<file path="src/rtl/msg_scheduler.sv">
// SHA-256 message-schedule stage.
//
// Loads one 512-bit block as 16 big-endian 32-bit words. It then emits
// W_0..W_(ROUNDS-1), one word per output handshake, together with the round
// index t. A 16-word sliding window holds the state, so the schedule is
// produced on the fly.
//
// Ports:
//   clk       rising-edge clock
//   rst_n     asynchronous active-low reset
//   in_var    message word, first word of the block first
//   in_valid  in_var valid this cycle
//   in_ready  block can accept a message word (IDLE/LOAD)
//   w_out     current schedule word W_t (registered)
//   k_num     current round index t (registered)
//   out_valid w_out/k_num valid (RUN)
//   out_ready consumer accepts W_t this cycle
//   busy      high in LOAD and RUN
//   done      one-cycle pulse in the IDLE cycle after W_(ROUNDS-1) is accepted
module msg_scheduler #(
  parameter int ROUNDS = 64
) (
  input  logic        clk,
  input  logic        rst_n,
  input  logic [31:0] in_var,
  input  logic        in_valid,
  output logic        in_ready,
  output logic [31:0] w_out,
  output logic [5:0]  k_num,
  output logic        out_valid,
  input  logic        out_ready,
  output logic        busy,
  output logic        done
);

  localparam logic [5:0] LAST_T = 6'(ROUNDS - 1);

  typedef enum logic [1:0] {
    IDLE = 2'd0,
    LOAD = 2'd1,
    RUN  = 2'd2
  } state_t;

  state_t      state;
  state_t      state_nxt;
  logic [31:0] win [16];
  logic [3:0]  wcnt;
  logic [5:0]  t_cnt;
  logic        done_q;
  logic [31:0] w_new;
  logic        in_acc;
  logic        out_acc;
  logic        last_acc;

  function automatic logic [31:0] sig0(input logic [31:0] x);
    sig0 = {x[6:0], x[31:7]} ^ {x[17:0], x[31:18]} ^ (x >> 3);
  endfunction

  function automatic logic [31:0] sig1(input logic [31:0] x);
    sig1 = {x[16:0], x[31:17]} ^ {x[18:0], x[31:19]} ^ (x >> 10);
  endfunction

  assign in_acc   = in_valid & in_ready;
  assign out_acc  = out_valid & out_ready;
  assign last_acc = out_acc && (t_cnt == LAST_T);

  // W_(t+16) from the window; the 32-bit sum drops carries naturally.
  assign w_new = sig1(win[14]) + win[9] + sig0(win[1]) + win[0];

  // State register
  always_ff @(posedge clk or negedge rst_n) begin
    if (!rst_n) state <= IDLE;
    else        state <= state_nxt;
  end

  // Next-state logic
  always_comb begin
    state_nxt = state;
    case (state)
      IDLE:    if (in_acc) state_nxt = LOAD;
      LOAD:    if (in_acc && (wcnt == 4'd15)) state_nxt = RUN;
      RUN:     if (last_acc) state_nxt = IDLE;
      default: state_nxt = IDLE;
    endcase
  end

  // Output logic: everything here is a decode of registered state.
  always_comb begin
    in_ready  = 1'b1;
    out_valid = 1'b0;
    busy      = 1'b0;
    w_out     = '0;
    k_num     = '0;
    case (state)
      LOAD: busy = 1'b1;
      RUN: begin
        in_ready  = 1'b0;
        out_valid = 1'b1;
        busy      = 1'b1;
        w_out     = win[0];
        k_num     = t_cnt;
      end
      default: ;
    endcase
  end

  assign done = done_q;

  // Window, word/round counters and done pulse.
  // wcnt is 4 bits wide: the 16th word wraps it back to 0, ready for the next block.
  always_ff @(posedge clk or negedge rst_n) begin
    if (!rst_n) begin
      for (int i = 0; i < 16; i++) win[i] <= '0;
      wcnt   <= '0;
      t_cnt  <= '0;
      done_q <= 1'b0;
    end else begin
      done_q <= last_acc;
      if (in_acc) begin
        for (int i = 0; i < 15; i++) win[i] <= win[i+1];
        win[15] <= in_var;
        wcnt    <= wcnt + 4'd1;
        t_cnt   <= '0;
      end else if (out_acc) begin
        for (int i = 0; i < 15; i++) win[i] <= win[i+1];
        win[15] <= w_new;
        t_cnt   <= last_acc ? 6'd0 : t_cnt + 6'd1;
      end
    end
  end

endmodule
</file>
<file path="config.mk">
export PLATFORM = sky130hd
export DESIGN_NAME = msg_scheduler
export DESIGN_NICKNAME = d
export VERILOG_FILES = /design/src/rtl/msg_scheduler.sv
export SDC_FILE = /design/constraint.sdc
export NUM_CORES = 1
export LEC_CHECK = 0
export CAP_MARGIN = 20
export CORE_MARGIN = 1.5
export CORE_UTILIZATION = 53
export CTS_CLUSTER_SIZE = 40
export DETAILED_ROUTE_END_ITERATION = 10
export PLACE_DENSITY = 0.69
export REMOVE_ABC_BUFFERS = 1
export SKIP_LAST_GASP = 1
export SYNTH_ARGS = -nofsm -noshare
export SYNTH_HDL_FRONTEND = slang
export SYNTH_SLANG_ARGS = --single-unit
</file>
<file path="constraint.sdc">
create_clock -name clk -period 8.8 [get_ports clk]
set_clock_uncertainty 0.1 [all_clocks]
set_input_delay 1.32 -clock clk [delete_from_list [all_inputs] [get_ports clk]]
set_output_delay 1.32 -clock clk [all_outputs]
set_load 0.05 [all_outputs]
</file>
==> flow_metrics.tcl <==
set metrics [dict create \
    finalCritPeriodShare_pct 53.3 \
    cts_resized 0 \
    grt_pass1_vias 14700 \
    cts_made_buffers 54 \
    synth_top_flop_cell "dfrtp_1" \
    crit_start "win[52]" \
    layout-drive-gt1-share_pct 28.7 \
    core_area_um2 45400 \
    synthCells 1886 \
    worstMarginPinSlew_ns 1.16 \
    fillers 3560 \
    grt_max_degree 217 \
    insertedDiodeCount 0 \
    min_from "win[248]" \
    die_area_um2 47300 \
    worstSkewPairLatency_ns 0.60 \
    yosys-top-cells-area "dfrtp_1, mux2_2, fa_1" \
    relSlewSlack_pct 22.5 \
    cts_num_sinks 525 \
    fin_area_um2 27500 \
    end_kind "flop" \
    cts_tree "done" \
    drt_iter0_markers 912 \
    synth_common_cells "dfrtp_1, mux2_2, nand2_1, inv_1, xnor2_1" \
    required_ns 9.16 \
    hold_viol 0 \
    synth_edf_count 0 \
    fp.dieW_um 218 \
    path_clk_slew_ns 0.07 \
    postCtsSetupRepairBufs 0 \
    via_per_inst 5.42 \
    maxCapViolCount 0 \
    firstDrtPassIters 4 \
    routed_wirelength_um 53700 \
    hold_path_class "reg2reg" \
    finalCriticalPeriod_ns 4.69 \
    regToRegStartpoint "win[52]" \
    num_vias 14000 \
    synth_cell_types 54 \
    syn-cell-area_um2 24400 \
    critPathArrivalTime_ns 5.05 \
    boundaryPins 78 \
    layout-area-overhead-vs-synth_pct 12.7 \
    h-tree-depth 2 \
    num-nets-final 2079 \
    final-instance-count-excl-fill 2586 \
    status "finished, final reports clean" \
    hpwl_um 37100 \
    placed_cell_area_um2 25700 \
    antenna_found_initial 0 \
    grt_pass1_wl_um 84600 \
    portBuffers 77 \
    multi_input_area_um2 10400 \
    startpoint_type "flop" \
    postSynthAreaPerCell_um2 12.9 \
    grt_usage_pct 23.7 \
    drv_slew 0 \
    synthArstFlopShare_pct 100 \
    finalSetupViolations 0 \
    yosysMostFrequentCell "dfrtp_1" \
    cp_max_fo 5 \
    hold_buffers 0 \
    ant_nets 0 \
    fmax_mhz 213 \
    initial_utilization_pct 53.7 \
    gp_congestion 0.927 \
    rsz0062_at_grt "no" \
    placement_rows 78 \
    critPathKind "reg2reg" \
    routedWlPerCell_um 20.8 \
    ys_warn_count 0 \
    place_inst 2488 \
    fp.dieH_um 218 \
    drc 0 \
    regArea_um2 13100 \
    clock_path_buffers 3 \
    synth_seq_area_share_pct 53.9 \
    post-synth-top-area-cell "dfrtp_1" \
    ys_seq_elements 525 \
    grt_overflow_total 0 \
    root_buffer "clkbuf_16" \
    synth_top_area_share_pct 53.9 \
]
placed cells by master, fill, tap and decap left out, types with 17 or more instances in the layout:
cell type / instances
dfrtp_1: 525
mux2_2: 451
inv_1: 130
nand2_1: 130
xnor2_1: 87
clkdlybuf4s50_1: 76
nor2_1: 64
o21ai_0: 62
fa_1: 62
xor2_1: 57
clkbuf_16: 54
ha_1: 37
a21oi_1: 35
a31oi_1: 20
clkbuf_8: 17
registers in the layout, indices dropped and copies added, names as in the netlist:
register	flops
wcnt	4
done	1
state	2
t_cnt	6
win	512
cell families (layout without fill, tap and decap cells):
logic type / after synthesis / after routing / share of synthesized area, %
multiplexers: 456 / 456 / 21.0
AND/OR/NAND/NOR: 268 / 268 / 4.84
buffers and inverters: 218 / 318 / 3.66
XOR/XNOR: 144 / 144 / 5.17
adder cells (fa/ha/maj): 99 / 99 / 6.99
AO/OA/AOI/OAI: 176 / 176 / 4.43
flip-flops: 525 / 525 / 53.9
metrics by stage:
step	utilization, %	hold WS (ns)	setup slack [ns]	TNS (ns)
finish	60.6	0.375	4.11	0
detailed placement	56.6	0.366	4.11	0
floorplan	-	0.346	-15.96	-7731.35
global placement	56.6	0.359	4.11	0
global route	60.6	0.405	3.88	0
CTS	60.6	0.380	4.07	0
path summary, 6_finish.rpt:
path	to	slack [ns]	cells after the start
worst min-delay path	win[248]	0.38	2
max in group asynchronous	win[219]	6.29	2
worst min register to register	win[248]	0.38	2
worst max register to register	win[31]	4.11	16
min in group asynchronous	win[307]	0.74	1
worst max-delay path	win[31]	4.11	16
per-layer routing:
layer	share of wire (%)	track usage (%)
met5	0	0
met4	2.2	7.15
met3	4.6	4.30
met2	47	37.5
met1	46	33.4
layout make-up:
class,instances,area share [%]
repair buffers,90,3.40
multi-input cells,1143,37.7
well taps,600,2.73
flip-flops and latches,525,47.8
clock inverters,17,0.674
clock buffers,81,5.90
inverters,130,1.77
critical path, stage by stage (launching register included):
cell	delay [ns]
dfrtp_1	0.48
xor2_1	0.21
xnor2_1	0.34
fa_1	0.53
fa_1	0.52
inv_1	0.07
ha_1	0.18
inv_1	0.06
fa_1	0.39
nand2b_1	0.20
a21oi_1	0.37
o21ai_1	0.21
a21oi_2	0.28
o31ai_2	0.11
nor3_1	0.26
or4_1	0.16
a31oi_1	0.08
Power is not shown: default switching activity piles up to over one toggle a cycle in this logic, so the estimate is an artifact.
